===== src/rtl/api_miner_slave.sv =====
// rtl/api_miner_slave.sv - api serial link responder: work word receiver and nonce return FIFO
module api_miner_slave #(
    parameter int          WORK_LEN    = 23,
    parameter int          NONCE_DEPTH = 4,
    parameter logic [31:0] IDLE_WORD   = 32'hFFFF_FFFF,
    localparam int         PW          = $clog2(NONCE_DEPTH),
    localparam int         CW          = PW + 1
) (
    input  logic          clk,
    input  logic          rst_n,
    input  logic          load,
    input  logic          sck,
    input  logic          mosi,
    output logic          miso,
    output logic [31:0]   work_dout,
    output logic          work_valid,
    output logic [4:0]    work_idx,
    output logic          work_done,
    output logic          work_err,
    input  logic [31:0]   nonce_din,
    input  logic          nonce_push,
    output logic          nonce_full,
    output logic [CW-1:0] nonce_cnt,
    output logic          nonce_ovf
);

    typedef enum logic [1:0] {S_IDLE, S_SHIFT, S_END} state_t;

    localparam logic [4:0]    WL    = 5'(WORK_LEN);
    localparam logic [CW-1:0] DEPTH = CW'(NONCE_DEPTH);

    // link synchronisers and edge-detect history
    logic load_s1_q, load_s2_q, load_d_q;
    logic sck_s1_q, sck_s2_q, sck_d_q;
    logic mosi_s1_q, mosi_s2_q;

    state_t      state_q, state_d;
    logic [4:0]  bit_cnt_q, bit_cnt_d;
    logic [4:0]  word_cnt_q, word_cnt_d;
    logic        word_pend_q, word_pend_d;
    logic [31:0] rx_sr_q, rx_sr_d;
    logic [31:0] tx_sr_q, tx_sr_d;
    logic        miso_q, miso_d;
    logic [31:0] work_dout_q, work_dout_d;
    logic [4:0]  work_idx_q, work_idx_d;
    logic        work_valid_q, work_valid_d;
    logic        work_done_q, work_done_d;
    logic        work_err_q, work_err_d;

    logic [31:0]   mem_q [NONCE_DEPTH];
    logic [PW-1:0] wr_ptr_q, wr_ptr_d;
    logic [PW-1:0] rd_ptr_q, rd_ptr_d;
    logic [CW-1:0] cnt_q, cnt_d;
    logic          ovf_q, ovf_d;

    logic        load_rise, load_fall, sck_rise, sck_fall;
    logic        pop_req, pop_eff, push_ok;
    logic [31:0] pop_data;

    assign load_rise = load_s2_q & ~load_d_q;
    assign load_fall = ~load_s2_q & load_d_q;
    assign sck_rise  = sck_s2_q & ~sck_d_q;
    assign sck_fall  = ~sck_s2_q & sck_d_q;

    // two-flop synchronisers plus one delayed copy for edge detection
    always_ff @(posedge clk or negedge rst_n) begin
        if (!rst_n) begin
            load_s1_q <= 1'b0; load_s2_q <= 1'b0; load_d_q <= 1'b0;
            sck_s1_q  <= 1'b0; sck_s2_q  <= 1'b0; sck_d_q  <= 1'b0;
            mosi_s1_q <= 1'b0; mosi_s2_q <= 1'b0;
        end else begin
            load_s1_q <= load;      load_s2_q <= load_s1_q; load_d_q <= load_s2_q;
            sck_s1_q  <= sck;       sck_s2_q  <= sck_s1_q;  sck_d_q  <= sck_s2_q;
            mosi_s1_q <= mosi;      mosi_s2_q <= mosi_s1_q;
        end
    end

    // frame FSM: receive shifting, word strobes, transmit reloads and end-of-frame status
    always_comb begin
        state_d      = state_q;
        bit_cnt_d    = bit_cnt_q;
        word_cnt_d   = word_cnt_q;
        word_pend_d  = 1'b0;
        rx_sr_d      = rx_sr_q;
        tx_sr_d      = tx_sr_q;
        miso_d       = miso_q;
        work_dout_d  = work_dout_q;
        work_idx_d   = work_idx_q;
        work_valid_d = 1'b0;
        work_done_d  = 1'b0;
        work_err_d   = 1'b0;
        pop_req      = 1'b0;
        case (state_q)
            S_IDLE: begin
                miso_d = 1'b1;
                if (load_rise) begin
                    bit_cnt_d  = 5'd0;
                    word_cnt_d = 5'd0;
                    pop_req    = 1'b1;
                    tx_sr_d    = pop_data;
                    miso_d     = pop_data[31];
                    state_d    = S_SHIFT;
                end
            end
            S_SHIFT: begin
                // word assembled on the previous cycle; words past the frame length are dropped
                if (word_pend_q && (word_cnt_q < WL)) begin
                    work_valid_d = 1'b1;
                    work_dout_d  = rx_sr_q;
                    work_idx_d   = word_cnt_q;
                    word_cnt_d   = word_cnt_q + 5'd1;
                end
                if (sck_rise) begin
                    rx_sr_d     = {rx_sr_q[30:0], mosi_s2_q};
                    bit_cnt_d   = bit_cnt_q + 5'd1;
                    word_pend_d = (bit_cnt_q == 5'd31);
                end
                if (sck_fall) begin
                    // bit_cnt is only zero on a fall right after a word's last rise
                    if (bit_cnt_q == 5'd0) begin
                        pop_req = 1'b1;
                        tx_sr_d = pop_data;
                    end else begin
                        tx_sr_d = {tx_sr_q[30:0], tx_sr_q[31]};
                    end
                    miso_d = tx_sr_d[31];
                end
                if (load_fall) begin
                    state_d = S_END;
                end
            end
            S_END: begin
                miso_d = 1'b1;
                if ((word_cnt_q == WL) && (bit_cnt_q == 5'd0)) begin
                    work_done_d = 1'b1;
                end else begin
                    work_err_d = 1'b1;
                end
                state_d = S_IDLE;
            end
            default: state_d = S_IDLE;
        endcase
    end

    // nonce FIFO control: an empty pop yields IDLE_WORD, a pop frees room for a same-cycle push
    always_comb begin
        pop_eff  = pop_req && (cnt_q != '0);
        pop_data = (cnt_q != '0) ? mem_q[rd_ptr_q] : IDLE_WORD;
        push_ok  = nonce_push && ((cnt_q != DEPTH) || pop_eff);
        ovf_d    = nonce_push && !push_ok;
        wr_ptr_d = push_ok ? wr_ptr_q + PW'(1) : wr_ptr_q;
        rd_ptr_d = pop_eff ? rd_ptr_q + PW'(1) : rd_ptr_q;
        cnt_d    = cnt_q;
        if (push_ok && !pop_eff) begin
            cnt_d = cnt_q + CW'(1);
        end else if (!push_ok && pop_eff) begin
            cnt_d = cnt_q - CW'(1);
        end
    end

    // nonce storage; contents are meaningless while cnt is zero so no reset is needed
    always_ff @(posedge clk) begin
        if (push_ok) begin
            mem_q[wr_ptr_q] <= nonce_din;
        end
    end

    // state and output registers
    always_ff @(posedge clk or negedge rst_n) begin
        if (!rst_n) begin
            state_q      <= S_IDLE;
            bit_cnt_q    <= 5'd0;
            word_cnt_q   <= 5'd0;
            word_pend_q  <= 1'b0;
            rx_sr_q      <= 32'd0;
            tx_sr_q      <= 32'd0;
            miso_q       <= 1'b1;
            work_dout_q  <= 32'd0;
            work_idx_q   <= 5'd0;
            work_valid_q <= 1'b0;
            work_done_q  <= 1'b0;
            work_err_q   <= 1'b0;
            wr_ptr_q     <= '0;
            rd_ptr_q     <= '0;
            cnt_q        <= '0;
            ovf_q        <= 1'b0;
        end else begin
            state_q      <= state_d;
            bit_cnt_q    <= bit_cnt_d;
            word_cnt_q   <= word_cnt_d;
            word_pend_q  <= word_pend_d;
            rx_sr_q      <= rx_sr_d;
            tx_sr_q      <= tx_sr_d;
            miso_q       <= miso_d;
            work_dout_q  <= work_dout_d;
            work_idx_q   <= work_idx_d;
            work_valid_q <= work_valid_d;
            work_done_q  <= work_done_d;
            work_err_q   <= work_err_d;
            wr_ptr_q     <= wr_ptr_d;
            rd_ptr_q     <= rd_ptr_d;
            cnt_q        <= cnt_d;
            ovf_q        <= ovf_d;
        end
    end

    assign miso       = miso_q;
    assign work_dout  = work_dout_q;
    assign work_idx   = work_idx_q;
    assign work_valid = work_valid_q;
    assign work_done  = work_done_q;
    assign work_err   = work_err_q;
    assign nonce_cnt  = cnt_q;
    assign nonce_full = (cnt_q == DEPTH);
    assign nonce_ovf  = ovf_q;

endmodule


===== config.mk =====
export PLATFORM = sky130hd
export DESIGN_NAME = api_miner_slave
export DESIGN_NICKNAME = d
export VERILOG_FILES = /design/src/rtl/api_miner_slave.sv
export SDC_FILE = /design/constraint.sdc
export NUM_CORES = 1
export LEC_CHECK = 0
export CAP_MARGIN = 10
export CORE_MARGIN = 5
export CORE_UTILIZATION = 52
export CTS_CLUSTER_SIZE = 24
export DETAILED_ROUTE_END_ITERATION = 6
export PLACE_DENSITY = 0.77
export SLEW_MARGIN = 20
export SYNTH_ARGS = -nofsm -noshare
export SYNTH_HDL_FRONTEND = slang
export SYNTH_SLANG_ARGS = --single-unit

===== constraint.sdc =====
create_clock -name clk -period 2.9 [get_ports clk]
set_clock_uncertainty 0.2 [all_clocks]
set_input_delay 0.29 -clock clk [delete_from_list [all_inputs] [get_ports clk]]
set_output_delay 0.29 -clock clk [all_outputs]
set_load 0.01 [all_outputs]

### Yosys cells after proc, flatten, opt, wreduce, memory -nomap -nowiden

Memories as Yosys holds them, arrays and structs flattened.
Cells that the tools add are included.

* bits in latches: 0
* output and inout port bits: 46
* logic and storage cells: 106
* input bits: 38
* memories kept: 1
* memory bits (writable): 128
* register bits after elaboration: 134
* bits in read-only memories: 0

* bitwise operators: 8
* muxes and demuxes: 32
* shifts and indexed selects: 0
* divide/modulo/power cells: 0
* reductions and logical operators: 23
* multipliers: 0
* equal/unequal tests: 11
* order comparisons: 1
* add/subtract/negate cells: 6

Memories
* mem_q: words 4, bits a word 32, read ports 1, clocked after Yosys merged registers in 0, wr ports 1, RTL line 50 `logic [31:0] mem_q [NONCE_DEPTH];`

Operator list (number)
* two-way mux 32 bit: 4
* one-hot mux 32 bit (2 select lines): 1
* one-hot mux 5 bit (2 select lines): 2
* two-way mux 1 bit: 15
* two-way mux 5 bit: 3
* adder 5 x 1 -> 5 bit (second input constant): 2
* equality test 5 bit (second input constant): 2
* inequality test 2 bit (second input constant): 5
* AND reduction 3 bit: 3
* AND reduction 2 bit: 4
* logical AND 1 bit: 7
* two-way mux 3 bit: 2
* nonzero test 3 bit: 2
* zero test 5 bit: 1
* < comparator 5 bit (second input constant): 1
* adder 2 x 1 -> 2 bit (second input constant): 2
* AND 1 bit: 4
* two-way mux 2 bit: 2
* NOT 1 bit: 4
* one-hot mux 2 bit (2 select lines): 1
* nonzero test 2 bit: 2
* adder 3 x 1 -> 3 bit (second input constant): 1
* equality test 3 bit (second input constant): 1
* inequality test 3 bit (second input constant): 1
* other kinds (8): 9

### Longest topological paths before layout

Gate-level depths: netlist (run 1).

* depth in word-level cells: 11
* mapped depth: 12
* mapped depth without buffers: 11

### Least setup slack after synthesis (run 1)

No wires, ideal clock.

* kind: register to register
* start point: reg bit_cnt_q[0]
* end point: mem mem_q[0][0], enable pin
* library setup time: 392 ps
* path buffers: 1
* clock period less this slack: 3168 ps
* required time: 2308 ps
* path slack: -268 ps
* stages on the path, launching flop included: 8
* arrival time: 2576 ps
* path through: dfrtp_1 inv_1 ha_1 or4b_1 buf_2 o32a_4 a21boi_4 and2_1

* longest elaborated chain between the ends: 9

RTL lines
* from (decl): RTL line 38 `logic [4:0] bit_cnt_q, bit_cnt_d;`
* from (signal assigned): RTL line 189 `bit_cnt_q <= bit_cnt_d;`
* zero test 5 bit: RTL line 120 `if (bit_cnt_q == 5'd0) begin`
* two-way mux 1 bit: RTL line 120
* two-way mux 1 bit: RTL line 118 `if (sck_fall) begin`
* one-hot mux 1 bit (2 select lines): RTL line 93 `case (state_q)`
* logical AND 1 bit: RTL line 147 `pop_eff = pop_req && (cnt_q != '0);`
* logical OR 1 bit: RTL line 149 `push_ok = nonce_push && ((cnt_q != DEPTH) || pop_eff);`
* logical AND 1 bit: RTL line 149
* net push_ok: RTL line 57 `logic pop_req, pop_eff, push_ok;`
* two-way mux 1 bit: RTL line 163 `if (push_ok) begin`
* two-way mux 1 bit (implied by the code): RTL line 164 `mem_q[wr_ptr_q] <= nonce_din;`
* to (decl): RTL line 50

The timed path passes the listed nets, and every way through them passes these cells.

### Final worst setup path (run 1)

* start point: reg bit_cnt_q[0]
* end point: reg cnt_q[1], in the netlist nonce_cnt[1]

* elaborated cells on any way between the ends: 13
* classes of those cells: mux: 4; reduce/logical: 9

RTL lines
* zero test 5 bit (*): RTL line 120
* two-way mux 1 bit (*): RTL line 120
* two-way mux 1 bit (*): RTL line 118
* one-hot mux 1 bit (2 select lines) (*): RTL line 93
* logical AND 1 bit (*): RTL line 147
* logical OR 1 bit: RTL line 149
* logical AND 1 bit: RTL line 149
* logical AND 1 bit (*): RTL line 154 `if (push_ok && !pop_eff) begin`
* two-way mux 3 bit (*): RTL line 154
* net cnt_d[1]: RTL line 53 `logic [CW-1:0] cnt_q, cnt_d;`
* to (signal assigned): RTL line 202 `cnt_q <= cnt_d;`
* to (decl): RTL line 53

The timed path passes the listed nets; every way through them passes the cells marked *.
A chain may end at the register's enable or synchronous reset.

==> metrics.md, run 1 <==
| Metric | Value |
|---|---|
| Synth Register Bits | between 200 and 300 |
| Post-Synth Adder-Cell Area | 0.0189 |
| Commonest non-fill, non-tap cell in the layout | dfrtp_1 |
| PD cells | around 940 nW/µm² |
| # diodes | 0 |
| First-pass GRT wire length | 30.3 mm |
| Number of library cell types mapped by synthesis | 46 |
| Fin util | 0.646 |
| CP Class | reg2reg |
| CTS buffer count | 26 |
| Fin area | roughly 13000 µm² |
| Min Tclk post-route | a little under 3000 ps |
| Top achievable clock speed | around 340 MHz |
| DRT Pass-1 Iters | 4 |
| Register area share after synthesis | 0.697 |
| Rows | slightly above 50 |
| Met3 Usage GRT | 0.0293 |
| Average wire per standard cell | around 19 µm |
| Most frequent cells in the layout | dfrtp_1, edfxtp_1, clkdlybuf4s50_1 |
| Layout area overhead | 22.1% |
| Die H | around 150 µm |
| I/O Pins | between 80 and 90 |
| Grt ovf | 0 |
| Ys async rst share | 0.511 |
| Cell area after synthesis | between 10000 and 15000 µm² |
| Crit path capture type | register |
| Period utilization | 1.01 |
| CTS clk-pin slew, worst paths | around 60 ps |
| Htree depth | 1 |
| Dpl cell area | 11600 µm² |
| Slew @ Worst Pin | a little under 700 ps |
| Post-Syn Nets | around 660 |
| Largest net degree at the start of global routing | 67 |
| Initial antenna violation count | 0 |
| Failing checks | negative setup slack |
| Number of global-route vias before repair | roughly 6000 |
| WL final | 18.5 mm |
| TNS Setup | -33.5 ps |
| Die Footprint | 22800 µm² |
| Compound-gate portion of the synthesized area | 0.0413 |
| Fin nets | 767 |
| LEAKAGE | approximately 5.2 nW |
| WP data arrival | approximately 3200 ps |
| CTS tree | yes |
| Final Hold Violating Endpoints | 0 |
| Endpoints failing setup | 1 |
| GR Util All Layers | 0.167 |
| Worst path required time | roughly 3100 ps |
| Setup WS post-layout | -33.5 ps |
| Predominant post-synthesis flop cell | dfrtp_1 |
| Port Buffers | slightly above 80 |
| Synth Area in Simple Gates | 0.0241 |
| CTS max path bufs | 3 |
| Cell count after synthesis | 606 |
| Die W | approximately 150 µm |
| Drt first-iter violations | between 200 and 250 |
| Max-slew violation count | 0 |
| Layout cells sized above 1 | 0.264 |
| Residual DRC | 0 |
| Clock Latency Late Sink | between 500 and 600 ps |
| RePlAce Congestion | just under 0.8 |
| Post-DR vias/cell | between 5 and 6 |
| Via Count | 5428 |
| Proportion of synthesized area in mux cells | 0.186 |
| CTS sink count | roughly 260 |
| Starting Density | 0.529 |
| Root Driver | clkbuf_16 |
| Met2 usage | 0.305 |
| Peak VDD IR | ~0.56 mV |
| Synth warn | 0 |
| Startpoint types | register |
| Post-Syn Area per Cell | around 17 µm² |
| Layer with the highest usage | met2 |
| Status | complete, but fails checks |
| Unrepaired setup endpoints after global routing | true |
| Routed Antenna Nets | 0 |
| Xor/xnor share of the synthesized area | 0.00509 |
| CP Max Fanout | 4 |
| Met1 GRT Util | 0.204 |
| Post-DP HPWL | roughly 12 mm |
| Core area | approximately 20000 µm² |
| Post-synth EDFFs | 128 |
| Max Cap Viol | 0 |
| Worst hold path class | in2reg |
| Largest family of logic cells by synthesized area | multiplexers |
| Slew margin rel. | 0.539 |
-- kinds of logic (layout without fill, tap and decap cells) --
family	count (synthesis)	after routing
flip-flops	262	262
XOR/XNOR	6	6
adder cells (fa/ha/maj)	15	15
buffers and inverters	74	202
multiplexers	142	142
AO/OA/AOI/OAI	62	62
AND/OR/NAND/NOR	45	45
-- state kept, by name, summed over array words and instances (netlist names), 2 cells and up --
signal and cells:
mem_q 128, rx_sr_q 32, tx_sr_q 32, work_dout 32, bit_cnt_q 5, word_cnt_q 5, work_idx 5, nonce_cnt 3
rd_ptr_q 2, state_q 2, wr_ptr_q 2
-- layout make-up --
cell class,count,area (µm²)
clock buffer,35,734
inverter,45,169
multi-input combinational,270,2880
clock inverter,13,185
fill,1370,6910
tap,265,332
timing repair buffer,109,1120
sequential,262,7200
-- critical path, cell delays in order (launching register included) --
cell and delay (ps):
dfrtp_1 390, inv_2 70, ha_1 130, or4b_4 460, o32a_4 410, or2_4 260
ha_4 170, inv_2 50, fa_2 420, mux2_2 280
-- synth_stat cells, types with 2 or more instances --
cell       instances  area, µm²
dfrtp_1          133       3330
edfxtp_1         128       3840
mux2_2            76        856
inv_1             44        165
mux2i_1           33        330
mux4_2            32        721
o22ai_1           32        200
clkbuf_1          15       56.3
ha_1              14        175
buf_2             10       50.1
a21oi_1            9       45.0
nor2_1             8       30.0
nor3_1             6       30.0
and2_1             5       31.3
nand2_1            5       18.8
buf_1              4       15.0
nand2b_1           4       25.0
o21ai_0            4       20.0
a211oi_1           3       22.5
nand3_1            3       15.0
nor2b_1            3       18.8
nor3b_1            3       22.5
xnor2_1            3       26.3
xor2_1             3       26.3
a21o_1             2       15.0
a22o_1             2       17.5
a2bb2oi_1          2       17.5
and3_1             2       12.5
-- report_power, final --
part / internal (mW) / switching, mW / total, mW
combinational: 1.63 / 1.59 / 3.21
sequential: 4.71 / 0.408 / 5.12
clock: 2.14 / 1.38 / 3.52
total: 8.49 / 3.37 / 11.9
-- layer usage --
metal	up-vias	wire length, µm
met1	2745	7330
li1	2484	-
met5	-	0
met3	43	1030
met2	156	9650
met4	0	537
-- path summary, 6_finish.rpt --
| kind | from | endpoint | slack [ps] | depth (start not counted) |
|---|---|---|---|---|
| setup / recovery | bit_cnt_q[0]$_DFFE_PN0P_ | nonce_cnt[1]$_DFFE_PN0P_ | -30 | 9 |
| hold / removal | mosi | mosi_s1_q$_DFF_PN0_ | 20 | 1 |
| setup reg to reg | bit_cnt_q[0]$_DFFE_PN0P_ | nonce_cnt[1]$_DFFE_PN0P_ | -30 | 9 |
| hold reg to reg | load_s1_q$_DFF_PN0_ | load_s2_q$_DFF_PN0_ | 150 | 0 |
| max in group asynchronous | rst_n | rd_ptr_q[0]$_DFFE_PN0P_ | 1550 | 3 |
| min in group asynchronous | rst_n | work_valid$_DFF_PN0_ | 90 | 2 |
-- repair_timing --
| item | 4_1_cts | 5_1_grt |
|---|---|---|
| resized for setup | 2 | 2 |
| hold buffers | 3 | 0 |
| endpoints found under the setup margin | 2 | 2 |
| pin swaps | 0 | 2 |
| hold endpoints to repair | 38 | 0 |
| buffers inserted | 0 | 1 |
-- metrics by stage --
step,instances,hold slack [ps],power [mW],worst slack (ps)
after floorplan,606,-206,7.36,-48.3
after global placement,947,96.6,8.20,14.7
after detailed placement,947,110,8.41,-55.2
after CTS,998,4.74,12.0,-19.0
after global routing,999,9.88,12.5,-110
final,999,21.0,11.9,-33.5
(Power assumes the default switching activity.)
==> inputs of run 2 (changes only) <==
Settings changed: MAX_ROUTING_LAYER set to met4.
==> run 2 against run 1 <==
  * The flow still finishes with violations (negative setup slack)
  * Count of clock-buffer cells in the layout unchanged
  * Non-clock buffer count unchanged
  * First-iteration DRC count up 9.3%
  * Largest cell class unchanged
==> metrics.md, run 2 (synthesized netlist as in run 1, its figures left out) <==
| Metric | Value |
|---|---|
| Root Driver | clkbuf_16 (unchanged) |
| Initial antenna violation count | 0 (unchanged) |
| Failing checks | negative setup slack (unchanged) |
| Grt ovf | 0 (unchanged) |
| Routed Antenna Nets | 0 (unchanged) |
| Htree depth | 1 (unchanged) |
| Max-slew violation count | 0 (unchanged) |
| DRT Pass-1 Iters | 4 (unchanged) |
| Setup WS post-layout | -33.6 ps (was -33.5 ps) |
| Unrepaired setup endpoints after global routing | true (unchanged) |
| Commonest non-fill, non-tap cell in the layout | dfrtp_1 (unchanged) |
| WP data arrival | 3150 ps (about the same) |
| Rows | 51 (unchanged) |
| Layout cells sized above 1 | 0.264 (unchanged) |
| Port Buffers | 83 (unchanged) |
| Drt first-iter violations | 270 (was 247) |
| Final cell count without fillers | 999 (unchanged) |
| Peak VDD IR | 0.560 mV (was 0.559 mV) |
| Fillers | 1370 (unchanged) |
| Top achievable clock speed | 341 MHz (about the same) |
| Layout area overhead | 22.1% (unchanged) |
| Average wire per standard cell | 18.5 µm (was 18.6 µm) |
| CTS buffer count | 26 (unchanged) |
| Multi-input gate area in the final layout | 2880 µm² (unchanged) |
| Die W | 151 µm (unchanged) |
| Clock Latency Late Sink | 530 ps (about the same) |
| Max Cap Viol | 0 (unchanged) |
| Crit path capture type | register (unchanged) |
| Residual DRC | 0 (unchanged) |
| Status | complete, but fails checks (unchanged) |
| Storage element area | 7200 µm² (unchanged) |
| CTS clk-pin slew, worst paths | 60 ps (about the same) |
| Largest net degree at the start of global routing | 67 (unchanged) |
| First-pass GRT wire length | 30.3 mm (about the same) |
| Max reg flops | 128 (unchanged) |
| Min Tclk post-route | 2930 ps (about the same) |
| CP Max Fanout | 4 (unchanged) |
| Starting Density | 0.529 (unchanged) |
| # diodes | 0 (unchanged) |
| RePlAce Congestion | 0.788 (was 0.777) |
| PD cells | 939 nW/µm² (about the same) |
| CTS max path bufs | 3 (unchanged) |
| Hold slack final | 21.9 ps (was 21.0 ps) |
| WL final | 18.5 mm (about the same) |
| Worst hold path class | in2reg (unchanged) |
| Post-DP HPWL | 11.9 mm (unchanged) |
| Final Hold Violating Endpoints | 0 (unchanged) |
| Fin nets | 767 (unchanged) |
| Period utilization | 1.01 (about the same) |
| CTS sink count | 262 (unchanged) |
| Core area | 19500 µm² (unchanged) |
| Placed Cells | 947 (unchanged) |
| Slew margin rel. | 0.541 (was 0.539) |
| Largest reg by FF count | mem_q (unchanged) |
| Number of global-route vias before repair | 6011 (was 6014) |
| Die Footprint | 22800 µm² (unchanged) |
| Via Count | 5453 (was 5428) |
| CP Class | reg2reg (unchanged) |
| Most frequent cells in the layout | dfrtp_1, edfxtp_1, clkdlybuf4s50_1 (unchanged) |
| LEAKAGE | 5.15 nW (unchanged) |
| I/O Pins | 84 (unchanged) |
| Die H | 151 µm (unchanged) |
| Slew @ Worst Pin | 688 ps (was 692 ps) |
| Startpoint types | register (unchanged) |
| Post-DR vias/cell | 5.46 (was 5.43) |
| Endpoints failing setup | 1 (unchanged) |
| CTS tree | yes (unchanged) |
| Worst path required time | 3110 ps (about the same) |
| GR Util All Layers | 0.172 (was 0.167) |
run 2: final timing paths:
| check | end | cells after the start | slack, ps | from |
|---|---|---|---|---|
| worst min-delay path | mosi_s1_q$_DFF_PN0_ | 1 | 20 | mosi |
| max in group asynchronous | rd_ptr_q[0]$_DFFE_PN0P_ | 3 | 1540 | rst_n |
| worst max-delay path | nonce_cnt[1]$_DFFE_PN0P_ | 9 | -30 | bit_cnt_q[0]$_DFFE_PN0P_ |
| worst min register to register | load_s2_q$_DFF_PN0_ | 0 | 150 | load_s1_q$_DFF_PN0_ |
| min in group asynchronous | work_valid$_DFF_PN0_ | 2 | 100 | rst_n |
| worst max register to register | nonce_cnt[1]$_DFFE_PN0P_ | 9 | -30 | bit_cnt_q[0]$_DFFE_PN0P_ |
run 2: metrics by stage:
step | cell area, µm² | utilization | setup slack, ps | TNS [ps] | total power, mW
after global placement | 11600 | 0.597 | 14.7 | 0 | 8.20
after CTS | 12600 | 0.645 | -19.0 | -19.0 | 12.0
after floorplan | 10300 | - | -48.3 | -90.2 | 7.36
after global routing | 12600 | 0.646 | -110 | -220 | 12.5
after detailed placement | 11600 | 0.597 | -55.2 | -66.0 | 8.41
final | 12600 | 0.646 | -33.6 | -33.6 | 11.8
run 2: critical path, cell delays in order, from the launching register on:
cell     delay, ps
dfrtp_1        390
inv_2           70
ha_1           130
or4b_4         460
o32a_4         410
or2_4          260
ha_4           170
inv_2           50
fa_2           420
mux2_2         280
run 2: repair_timing:
item                       in CTS  in global routing
setup buffers                   0                  1
pin swaps                       0                  2
hold endpoints to repair       38                  0
gates resized for setup         2                  2
hold buffers                    3                  0
setup endpoints to repair       2                  2
run 2: cell type report:
type | count | share of cell area
flip-flops and latches | 262 | 0.570
repair buffers | 109 | 0.0886
well taps | 265 | 0.0263
clock inverters | 13 | 0.0147
multi-input cells | 270 | 0.228
clock buffers | 35 | 0.0582
inverters | 45 | 0.0134
run 2: report_power, final:
group | leakage (nW) | switching (mW) | total [mW] | internal (mW)
logic | 1.79 | 1.58 | 3.21 | 1.63
clock network | 0.454 | 1.37 | 3.52 | 2.14
registers | 2.91 | 0.409 | 5.12 | 4.71
run 2: metal layers:
| metal | global-route usage | wire (µm) |
|---|---|---|
| met1 | 0.207 | 7550 |
| met2 | 0.304 | 9650 |
| met3 | 0.0275 | 782 |
| met4 | 0.0476 | 524 |
| met5 | - | 0 |
